===== src/rtl/lut_layer_pkg.sv =====
// Shared types and sizing helpers for the runtime-loadable LUT layer.
// Pure declarations: no latency, no flow control.
package lut_layer_pkg;

  typedef enum logic {IDLE, LOAD} state_t;

  // Config bytes needed to fill one 2^in_bits-entry truth table.
  function automatic int beats_per_neuron(input int in_bits);
    return (1 << in_bits) / 8;
  endfunction

  // Counter width for 'total' beats; never narrower than one bit.
  function automatic int cnt_width(input int total);
    return (total > 1) ? $clog2(total) : 1;
  endfunction

endpackage


===== src/rtl/lut_neuron_ram.sv =====
// One neuron's truth table: byte-wide write port, combinational bit read.
// Write takes effect next edge; read is same-cycle; no flow control.
module lut_neuron_ram
  import lut_layer_pkg::*;
#(
  parameter int IN_BITS = 6
) (
  input  logic                                      clk,
  input  logic                                      we,
  input  logic [cnt_width(beats_per_neuron(IN_BITS))-1:0] beat,
  input  logic [7:0]                                wdata,
  input  logic [IN_BITS-1:0]                        addr,
  output logic                                      rdata
);

  localparam int BPN = beats_per_neuron(IN_BITS);
  localparam int BW  = cnt_width(BPN);

  logic [(1 << IN_BITS)-1:0] mem;

  // Table contents are deliberately unreset; table_valid gates their use.
  for (genvar b = 0; b < BPN; b++) begin : g_beat
    always_ff @(posedge clk) begin
      if (we && (beat == BW'(b)))
        mem[b*8 +: 8] <= wdata;
    end
  end

  assign rdata = mem[addr];

endmodule


===== src/rtl/lut_layer_loader.sv =====
// LUT layer whose tables are loaded over a framed byte stream, then evaluated.
// Evaluation: 1 cycle, 1 vector/cycle; in_ready only when a checked frame is loaded and idle.
module lut_layer_loader
  import lut_layer_pkg::*;
#(
  parameter int IN_BITS   = 6,
  parameter int N_NEURONS = 8
) (
  input  logic                           clk,
  input  logic                           rst_n,
  input  logic                           cfg_valid,
  output logic                           cfg_ready,
  input  logic [7:0]                     cfg_data,
  input  logic                           cfg_sop,
  input  logic                           cfg_last,
  input  logic                           in_valid,
  output logic                           in_ready,
  input  logic [N_NEURONS*IN_BITS-1:0]   in_data,
  output logic                           out_valid,
  output logic [N_NEURONS-1:0]           out_data,
  output logic                           table_valid,
  output logic                           cfg_err
);

  localparam int BPN   = beats_per_neuron(IN_BITS);
  localparam int TOTAL = N_NEURONS * BPN;
  localparam int CW    = cnt_width(TOTAL);
  localparam int BW    = cnt_width(BPN);

  state_t               state, state_nx;
  logic [CW-1:0]        idx, idx_nx, pos;
  logic                 tv_nx, err_nx, rdy_q;
  logic                 cfg_fire, in_fire, we_any;
  logic [N_NEURONS-1:0] nrn_we, rd_bit;
  logic [BW-1:0]        wr_beat;

  assign cfg_ready = rdy_q;
  assign in_ready  = table_valid && (state == IDLE);
  assign cfg_fire  = cfg_valid && rdy_q;
  assign in_fire   = in_valid && in_ready;

  // A sop beat always lands at position 0, even mid-frame.
  assign pos     = cfg_sop ? '0 : idx;
  assign we_any  = cfg_fire && (cfg_sop || (state == LOAD));
  assign wr_beat = BW'(int'(pos) % BPN);

  for (genvar n = 0; n < N_NEURONS; n++) begin : g_nrn
    assign nrn_we[n] = we_any && ((int'(pos) / BPN) == n);

    lut_neuron_ram #(.IN_BITS(IN_BITS)) u_ram (
      .clk   (clk),
      .we    (nrn_we[n]),
      .beat  (wr_beat),
      .wdata (cfg_data),
      .addr  (in_data[n*IN_BITS +: IN_BITS]),
      .rdata (rd_bit[n])
    );
  end

  always_comb begin
    state_nx = state;
    idx_nx   = idx;
    tv_nx    = table_valid;
    err_nx   = cfg_err;
    if (cfg_fire) begin
      if ((state == IDLE) && !cfg_sop) begin
        err_nx = 1'b1;
      end else begin
        if (cfg_sop) begin
          tv_nx = 1'b0;
          if (state == IDLE)
            err_nx = 1'b0;
        end
        if (pos == CW'(TOTAL - 1)) begin
          if (cfg_last) tv_nx  = 1'b1;
          else          err_nx = 1'b1;
          state_nx = IDLE;
          idx_nx   = '0;
        end else if (cfg_last) begin
          err_nx   = 1'b1;
          state_nx = IDLE;
          idx_nx   = '0;
        end else begin
          state_nx = LOAD;
          idx_nx   = pos + CW'(1);
        end
      end
    end
  end

  always_ff @(posedge clk or negedge rst_n) begin
    if (!rst_n) begin
      state       <= IDLE;
      idx         <= '0;
      table_valid <= 1'b0;
      cfg_err     <= 1'b0;
      rdy_q       <= 1'b0;
      out_valid   <= 1'b0;
      out_data    <= '0;
    end else begin
      state       <= state_nx;
      idx         <= idx_nx;
      table_valid <= tv_nx;
      cfg_err     <= err_nx;
      rdy_q       <= 1'b1;
      out_valid   <= in_fire;
      if (in_fire)
        out_data <= rd_bit;
    end
  end

endmodule

===== config.mk =====
export PLATFORM = sky130hd
export DESIGN_NAME = lut_layer_loader
export DESIGN_NICKNAME = d
export VERILOG_FILES = /design/src/rtl/lut_layer_pkg.sv /design/src/rtl/lut_neuron_ram.sv /design/src/rtl/lut_layer_loader.sv
export SDC_FILE = /design/constraint.sdc
export NUM_CORES = 1
export LEC_CHECK = 0
export CAP_MARGIN = 40
export CORE_MARGIN = 3
export CORE_UTILIZATION = 48
export DETAILED_ROUTE_END_ITERATION = 12
export PLACE_DENSITY = 0.67
export SLEW_MARGIN = 10
export SYNTH_ARGS = -nofsm -noshare
export SYNTH_HDL_FRONTEND = slang
export SYNTH_SLANG_ARGS = --single-unit

===== constraint.sdc =====
create_clock -name clk -period 2 [get_ports clk]
set_input_delay 0.4 -clock clk [delete_from_list [all_inputs] [get_ports clk]]
set_output_delay 0.4 -clock clk [all_outputs]
set_load 0.05 [all_outputs]

==> metrics.yaml, run 1 <==
run_status:
  status: "finished, violations left"
  violations: "setup timing"
placement:
  hpwlAfterDp_um: 26090
  dpl-instance-area_um2: 24310
  port_buffers: 74
  place.gp.congestion: 0.7695
clocking:
  cts_hold_repair.buffers: 0
  cts.clk_slew.worst_paths_ns: 0.06
  clk_latency_ns: 0.60
  ctsLongestPathBuffers: 3
  cts_sinks: 531
  cts_buffers: 53
  cts_max_level: 2
  cts_tree: "built"
  root_buffer: "clkbuf_16"
timing:
  finalSetupViolations: 21
  max-slew-margin-rel_pct: 56.30
  hold_violations: 0
  period_minus_slack_ns: 2.025
  worst_pin_slew_ns: 0.6530
  final_max_slew_viol_count: 0
  period_share_pct: 101.3
  hold_ws_ns: 0.2260
  fmax_mhz: 493.7
  rsz0062_at_grt: "true"
  skew_ns: 0.02274
  setup_slack_ns: -0.02539
global_routing:
  grt_max_degree: 65
  gr-total-overflow: 0
  grt_pass1_vias: 11376
  grt_pass1_wl_um: 69090
  antenna_found_initial: 1
  grt_usage_pct: 19.43
worst_setup_path:
  cp-start-kind: "input port"
  crit_path_max_incr_delay_ns: 0.53
  crit_top_cell: "buf_4"
  crit_arrival_ns: 2.30
  crit_buf_inv: 5
  crit_slowest_cell: "clkdlybuf4s50_1"
  r2r_setup_slack_ns: -0.02
  path_class: "in -> reg"
  crit_end: "g_nrn[7].u_ram.mem[21]$_DFFE_PP_"
  crit_path_max_fanout: 8
  r2r-end: "g_nrn[2].u_ram.mem[35]$_DFFE_PP_"
  path_depth: 9
  cp-end-kind: "flip-flop"
  worstPathCellList: "clkdlybuf4s50_1, o211ai_1, buf_4, nor3b_2, buf_4, buf_6, nand3_4, buf_12, nor2_4"
  r2r-start: "idx[0]$_DFFE_PN0N_"
  critPathRequiredTime_ns: 2.27
  path_delay_family: "buffers and inverters"
  critPathLaunch: "cfg_valid"
  reg2reg_depth: 6
power:
  p_int_mw: 18.05
  clockPowerShare_pct: 40.0
  p_per_area_nw_per_um2: 870.7
  peakVddDrop_mv: 0.7759
  p_sw_share_pct: 20.99
  p_comb_share_pct: 6.4
  leakage_nw: 8.791
  power.switching_mw: 4.796
  seq_power_share_pct: 53.5
route:
  drc_errors: 0
  wire_per_inst_um: 23.55
  wl_um: 45220
  drt-pass1-iter-count: 7
  vias_per_cell: 5.572
  drt_iter0_markers: 974
  postRouteAntennaNets: 0
  vias: 10699
hold_path:
  hold_path.class: "in -> async"
die:
  start_util_pct: 48.76
  die_h_um: 218.4
  ios: 75
  die_area_um2: 47710
  fp.dieW_um: 218.4
  rows: 77
  core_um2: 44410
synthesis:
  syn_area_um2: 21660
  async_reset_ff_share_pct: 3.578
  ys_seq_area_share_pct: 73.18
  ys_ff_latch: 531
  syn_area_per_cell_um2: 21.34
  synth.largest_area_cell: "edfxtp_1"
  synth_fp_nets: 1083
  synth_cells: 1015
  synth_top_area_share_pct: 70.99
  ys_types: 40
  synth_top_flop_cell: "edfxtp_1"
  synth_edf_count: 512
  synth_warnings: 0
  synth_common_cells: "edfxtp_1 (512), mux4_2 (96), nor2_1 (75), mux2i_1 (57), mux4_1 (32)"
  yosysMostFrequentCell: "edfxtp_1"
  synthTopCellsByArea: "edfxtp_1 (71%), mux4_2 (10%), mux4_1 (3.9%)"
job:
  max_cap_violations: 0
finish:
  nNetsFinal: 1351
  final_cell_area_um2: 26240
  layout-drive-gt1-share_pct: 35.12
  area_growth_pct: 21.17
[power groups by stage]
stage          registers [mW]  logic, mW  clock network, mW
6_report                 12.2       1.47               9.15
5_1_grt                  12.2       1.57               9.80
4_1_cts                  12.2       1.48               9.38
3_5_place_dp             12.5       1.46                  0
3_3_place_gp             12.5       1.46                  0
2_1_floorplan            12.5      0.732                  0
[layout by cell type, fill, tap and decap left out, drive strengths merged, types with 3 or more instances in the layout]
| cell type | Yosys | final |
|---|---|---|
| edfxtp | 512 | 512 |
| buf | 50 | 209 |
| mux4 | 128 | 128 |
| nor2 | 75 | 75 |
| clkbuf | 4 | 71 |
| mux2i | 57 | 57 |
| clkdlybuf4s50 | 0 | 52 |
| nand2 | 23 | 23 |
| clkinv | 0 | 23 |
| nor3 | 19 | 19 |
| dfrtp | 19 | 19 |
| nand3 | 13 | 13 |
| nor2b | 13 | 13 |
| a21oi | 12 | 12 |
| nor3b | 10 | 10 |
| a211oi | 9 | 9 |
| nor4b | 8 | 8 |
| nor4bb | 8 | 8 |
| mux2 | 8 | 8 |
| a2111oi | 8 | 8 |
| o32ai | 8 | 8 |
| inv | 7 | 8 |
| ha | 6 | 6 |
| dlygate4sd2 | 0 | 5 |
| clkinvlp | 0 | 3 |
| o21ai | 3 | 3 |
| a22o | 3 | 3 |
[through the flow]
step,power [mW],util (%),setup TNS (ns),cells,setup slack (ns)
CTS,23.09,58.53,-0.9778,1912,-0.03980
detailed placement,13.93,54.74,-344.55,1808,-0.8147
finish,22.85,59.09,-0.3413,1920,-0.02539
global route,23.60,59.08,-7.348,1919,-0.1281
floorplan,13.22,-,-13.62,1015,-0.05468
global placement,13.92,54.74,-339.85,1808,-0.7857
[worst reg2reg max path, delay by kind of cell (launching register included)]
| kind | cells | cell delay, ns |
|---|---|---|
| fa+ha+maj | 1 | 0.17 |
| flops | 1 | 0.40 |
| buf+inv | 2 | 0.29 |
| simple gates | 3 | 0.79 |
[cell families (layout without fill, tap and decap cells)]
group | Yosys count | count (layout) | share of synthesized area, %
multiplexers | 193 | 193 | 16.92
AND/OR/NAND/NOR | 173 | 173 | 3.992
other | 1 | 2 | 0.01731
adder cells (fa/ha/maj) | 6 | 6 | 0.3466
buffers and inverters | 61 | 373 | 3.148
AO/OA/AOI/OAI | 49 | 49 | 2.357
flip-flops | 531 | 531 | 73.18
XOR/XNOR | 1 | 1 | 0.04045
[layout make-up]
class / count / area, µm²
fill: 3214 / 18170
antenna: 1 / 2.502
timing repair buffer: 267 / 2560
clock inverter: 28 / 187.7
sequential: 531 / 15850
clock buffer: 71 / 1424
inverter: 7 / 30.03
multi-input combinational: 423 / 5445
tap: 592 / 740.7
[repair_timing]
action	in CTS	in global routing
resized for setup	18	48
hold endpoints to repair	0	0
setup endpoints to repair	349	400
pin swaps	1	4
buffers inserted	5	7
[metal layers]
layer  vias to the layer above  track usage [%]  part of all wire (%)
li1                       4773                -                     -
met1                      5622            26.73                    43
met2                       231            32.68                    51
met3                        71            2.836                   4.2
met4                         2            5.653                   2.2
met5                         -                0                 0.029
[state kept, by name, summed over array words and instances (netlist names)]
name and count:
g_nrn.u_ram.mem 512, out_data 8, idx 6, cfg_err 1, cfg_ready 1, out_valid 1
state 1, table_valid 1
[worst min-delay path by stage]
stage | start | to | slack, ns | cells past startpoint
floorplan | rst_n | cfg_err$_DFFE_PN0P_ | 0.10 | 0
global route | rst_n | out_data[7]$_DFFE_PN0P_ | 0.22 | 2
CTS | rst_n | out_data[7]$_DFFE_PN0P_ | 0.20 | 2
global placement | idx[0]$_DFFE_PN0N_ | idx[0]$_DFFE_PN0N_ | 0.52 | 1
detailed placement | idx[0]$_DFFE_PN0N_ | idx[0]$_DFFE_PN0N_ | 0.52 | 1
finish | rst_n | out_data[7]$_DFFE_PN0P_ | 0.23 | 2
Note: power is estimated with default switching activity, not from simulation.
==> run 2, diff against run 1 <==
- PLACE_DENSITY: 0.67 -> 0.76
==> run 2 against run 1 <==
  * The run now ends clean
  * Critical path depth decreased by 2
  * First-iteration DRC count decreased by 5.4%
  * Largest cell class unchanged
  * Clock skew increased by 0.0011 ns
  * Final area decreased by 0.75%
  * Combinational power decreased by 3%
  * Sequential share of layout area increased by 0.46 points
  * Largest power group unchanged
  * Routed wire length increased by 1.1%
  * Clock power increased by 3.9%
  * Cell count decreased by 1.3%
==> metrics.yaml, run 2 (synthesis gave the netlist of run 1 again) <==
run_status:
  status: "finished, final reports clean"  # was finished, violations left
route:
  vias_per_cell: 5.768  # was 5.572
  postRouteAntennaNets: 0  # unchanged
  drt_iter0_markers: 921  # was 974
  drc_errors: 0  # unchanged
  vias: 10937  # was 10699
  wl_um: 45730  # was 45220 µm
  wire_per_inst_um: 24.12  # was 23.55 µm
  drt-pass1-iter-count: 5  # was 7
timing:
  fmax_mhz: 502.4  # was 493.7 MHz
  hold_ws_ns: 0.2444  # was 0.2260 ns
  setup_slack_ns: 0.009668  # was -0.02539 ns
  period_share_pct: 99.52  # was 101.3%
  finalSetupViolations: 0  # was 21
  skew_ns: 0.02379  # was 0.02274 ns
  max-slew-margin-rel_pct: 63.38  # was 56.30%
  period_minus_slack_ns: 1.990  # was 2.025 ns
  final_max_slew_viol_count: 0  # unchanged
  worst_pin_slew_ns: 0.5487  # was 0.6530 ns
  hold_violations: 0  # unchanged
global_routing:
  grt_max_degree: 65  # unchanged
  grt_usage_pct: 19.64  # was 19.43%
  grt_pass1_wl_um: 70660  # was 69090 µm
  antenna_found_initial: 0  # was 1
  grt_pass1_vias: 11857  # was 11376
  gr-total-overflow: 0  # unchanged
finish:
  area_growth_pct: 20.26  # was 21.17%
  nNetsFinal: 1334  # was 1351
  final_common_cell: "edfxtp_1"  # unchanged
  layout-drive-gt1-share_pct: 33.05  # was 35.12%
  largest_register_ffs: 512  # unchanged
  top_register: "g_nrn.u_ram.mem"  # unchanged
  diodes: 0  # was 1
  utilization_pct: 58.64  # was 59.09%
  top_regs: "g_nrn.u_ram.mem: 512 flops, out_data: 8 flops, idx: 6 flops"  # unchanged
  final_cell_mix: "edfxtp_1 (512), buf_4 (150), mux4_2 (96), mux2i_1 (57), clkdlybuf4s50_1 (51)"  # was edfxtp_1 (512), buf_4 (160), mux4_2 (96), mux2i_1 (56), clkbuf_16 (53)
die:
  fp.dieW_um: 218.4  # unchanged
  core_um2: 44410  # unchanged
  die_h_um: 218.4  # unchanged
  ios: 75  # unchanged
  rows: 77  # unchanged
  start_util_pct: 48.76  # unchanged
  die_area_um2: 47710  # unchanged
worst_setup_path:
  crit_path_max_incr_delay_ns: 0.58  # was 0.53 ns
  cp-end-kind: "flip-flop"  # unchanged
  critPathRequiredTime_ns: 2.44  # was 2.27 ns
  crit_arrival_ns: 2.43  # was 2.30 ns
  path_class: "in -> reg"  # unchanged
  cp-start-kind: "input port"  # unchanged
  worstPathCellList: "clkdlybuf4s50_1, buf_12, mux4_1, mux2i_1, mux2i_1, a211oi_2, o32ai_1"  # was clkdlybuf4s50_1, o211ai_1, buf_4, nor3b_2, buf_4, buf_6, nand3_4, buf_12, nor2_4
  crit_slowest_cell: "mux4_1"  # was clkdlybuf4s50_1
  crit_top_cell: "mux2i_1"  # was buf_4
  crit_path_max_fanout: 12  # was 8
clocking:
  cts.clk_slew.worst_paths_ns: 0.06  # about the same
  cts_max_level: 2  # unchanged
  cts_tree: "built"  # unchanged
  cts_hold_repair.buffers: 0  # unchanged
  root_buffer: "clkbuf_16"  # unchanged
  clk_latency_ns: 0.58  # was 0.60 ns
  ctsLongestPathBuffers: 3  # unchanged
  cts_setup_buffers: 0  # was 5
  cts_sinks: 531  # unchanged
  cts_buffers: 50  # was 53
placement:
  pre_cts_ws_ns: -0.7953  # was -0.8147 ns
  port_buffers: 74  # unchanged
  place.gp.congestion: 0.7687  # was 0.7695
  hpwlAfterDp_um: 27130  # was 26090 µm
power:
  leakage_nw: 8.743  # was 8.791 nW
  p_per_area_nw_per_um2: 889.5  # was 870.7 nW/µm²
  peakVddDrop_mv: 0.7179  # was 0.7759 mV
hold_path:
  hold_path.class: "in -> async"  # unchanged
job:
  max_cap_violations: 0  # unchanged
run 2: worst max-delay path, delay by kind of cell:
kind / cells / cell delay (ns)
muxes: 3 / 0.90
buffers and inverters: 2 / 0.67
AOI/OAI and AO/OA: 2 / 0.42
run 2: worst paths after layout:
kind | start | to | slack (ns) | depth (start not counted)
worst max-delay path | in_data[30] | out_data[5]$_DFFE_PN0P_ | 0.01 | 7
worst min-delay path | rst_n | out_data[0]$_DFFE_PN0P_ | 0.24 | 2
worst max register to register | cfg_ready$_DFF_PN0_ | g_nrn[2].u_ram.mem[22]$_DFFE_PP_ | 0.13 | 7
worst min register to register | idx[0]$_DFFE_PN0N_ | idx[0]$_DFFE_PN0N_ | 0.54 | 1
max in group asynchronous | rst_n | cfg_ready$_DFF_PN0_ | 1.38 | 2
min in group clk | cfg_data[0] | g_nrn[6].u_ram.mem[48]$_DFFE_PP_ | 0.37 | 1
run 2: where the power goes:
part / internal [mW] / total, mW / leakage (nW) / switching [mW]
logic: 0.677 / 1.43 / 3.08 / 0.754
registers: 12.2 / 12.2 / 4.86 / 0.0143
clock network: 5.63 / 9.51 / 0.803 / 3.88
total: 18.5 / 23.2 / 8.74 / 4.65
run 2: per-stage QoR:
stage               power, mW  cell area (µm²)  TNS (ns)  instances
floorplan               13.22            21790    -13.62       1015
global placement        13.87            24320   -224.03       1806
detailed placement      13.88            24320   -247.10       1806
CTS                     23.34            25970         0       1896
global route            23.87            26050  -0.05825       1896
finish                  23.17            26050         0       1896
run 2: cell type report:
cell class                      count  area, µm²
Fill cell                        3074      18370
Sequential cell                   531      15850
Multi-Input combinational cell    423       5326
Timing Repair Buffer              253       2446
Clock buffer                       67       1345
Tap cell                          592      740.7
Clock inverter                     23      309.0
Inverter                            7      26.28
run 2: repair_timing:
| action | in CTS | in global routing |
|---|---|---|
| pin swaps | 0 | 3 |
| endpoints found under the setup margin | 23 | 326 |
| resized for setup | 10 | 19 |
run 2: routing by layer:
layer	wire (µm)	global-route usage [%]	part of all wire, %
met4	1345	6.545	2.9
met3	2923	3.142	6.4
met1	18950	27.01	41
met2	22510	32.44	49
met5	0	0	0
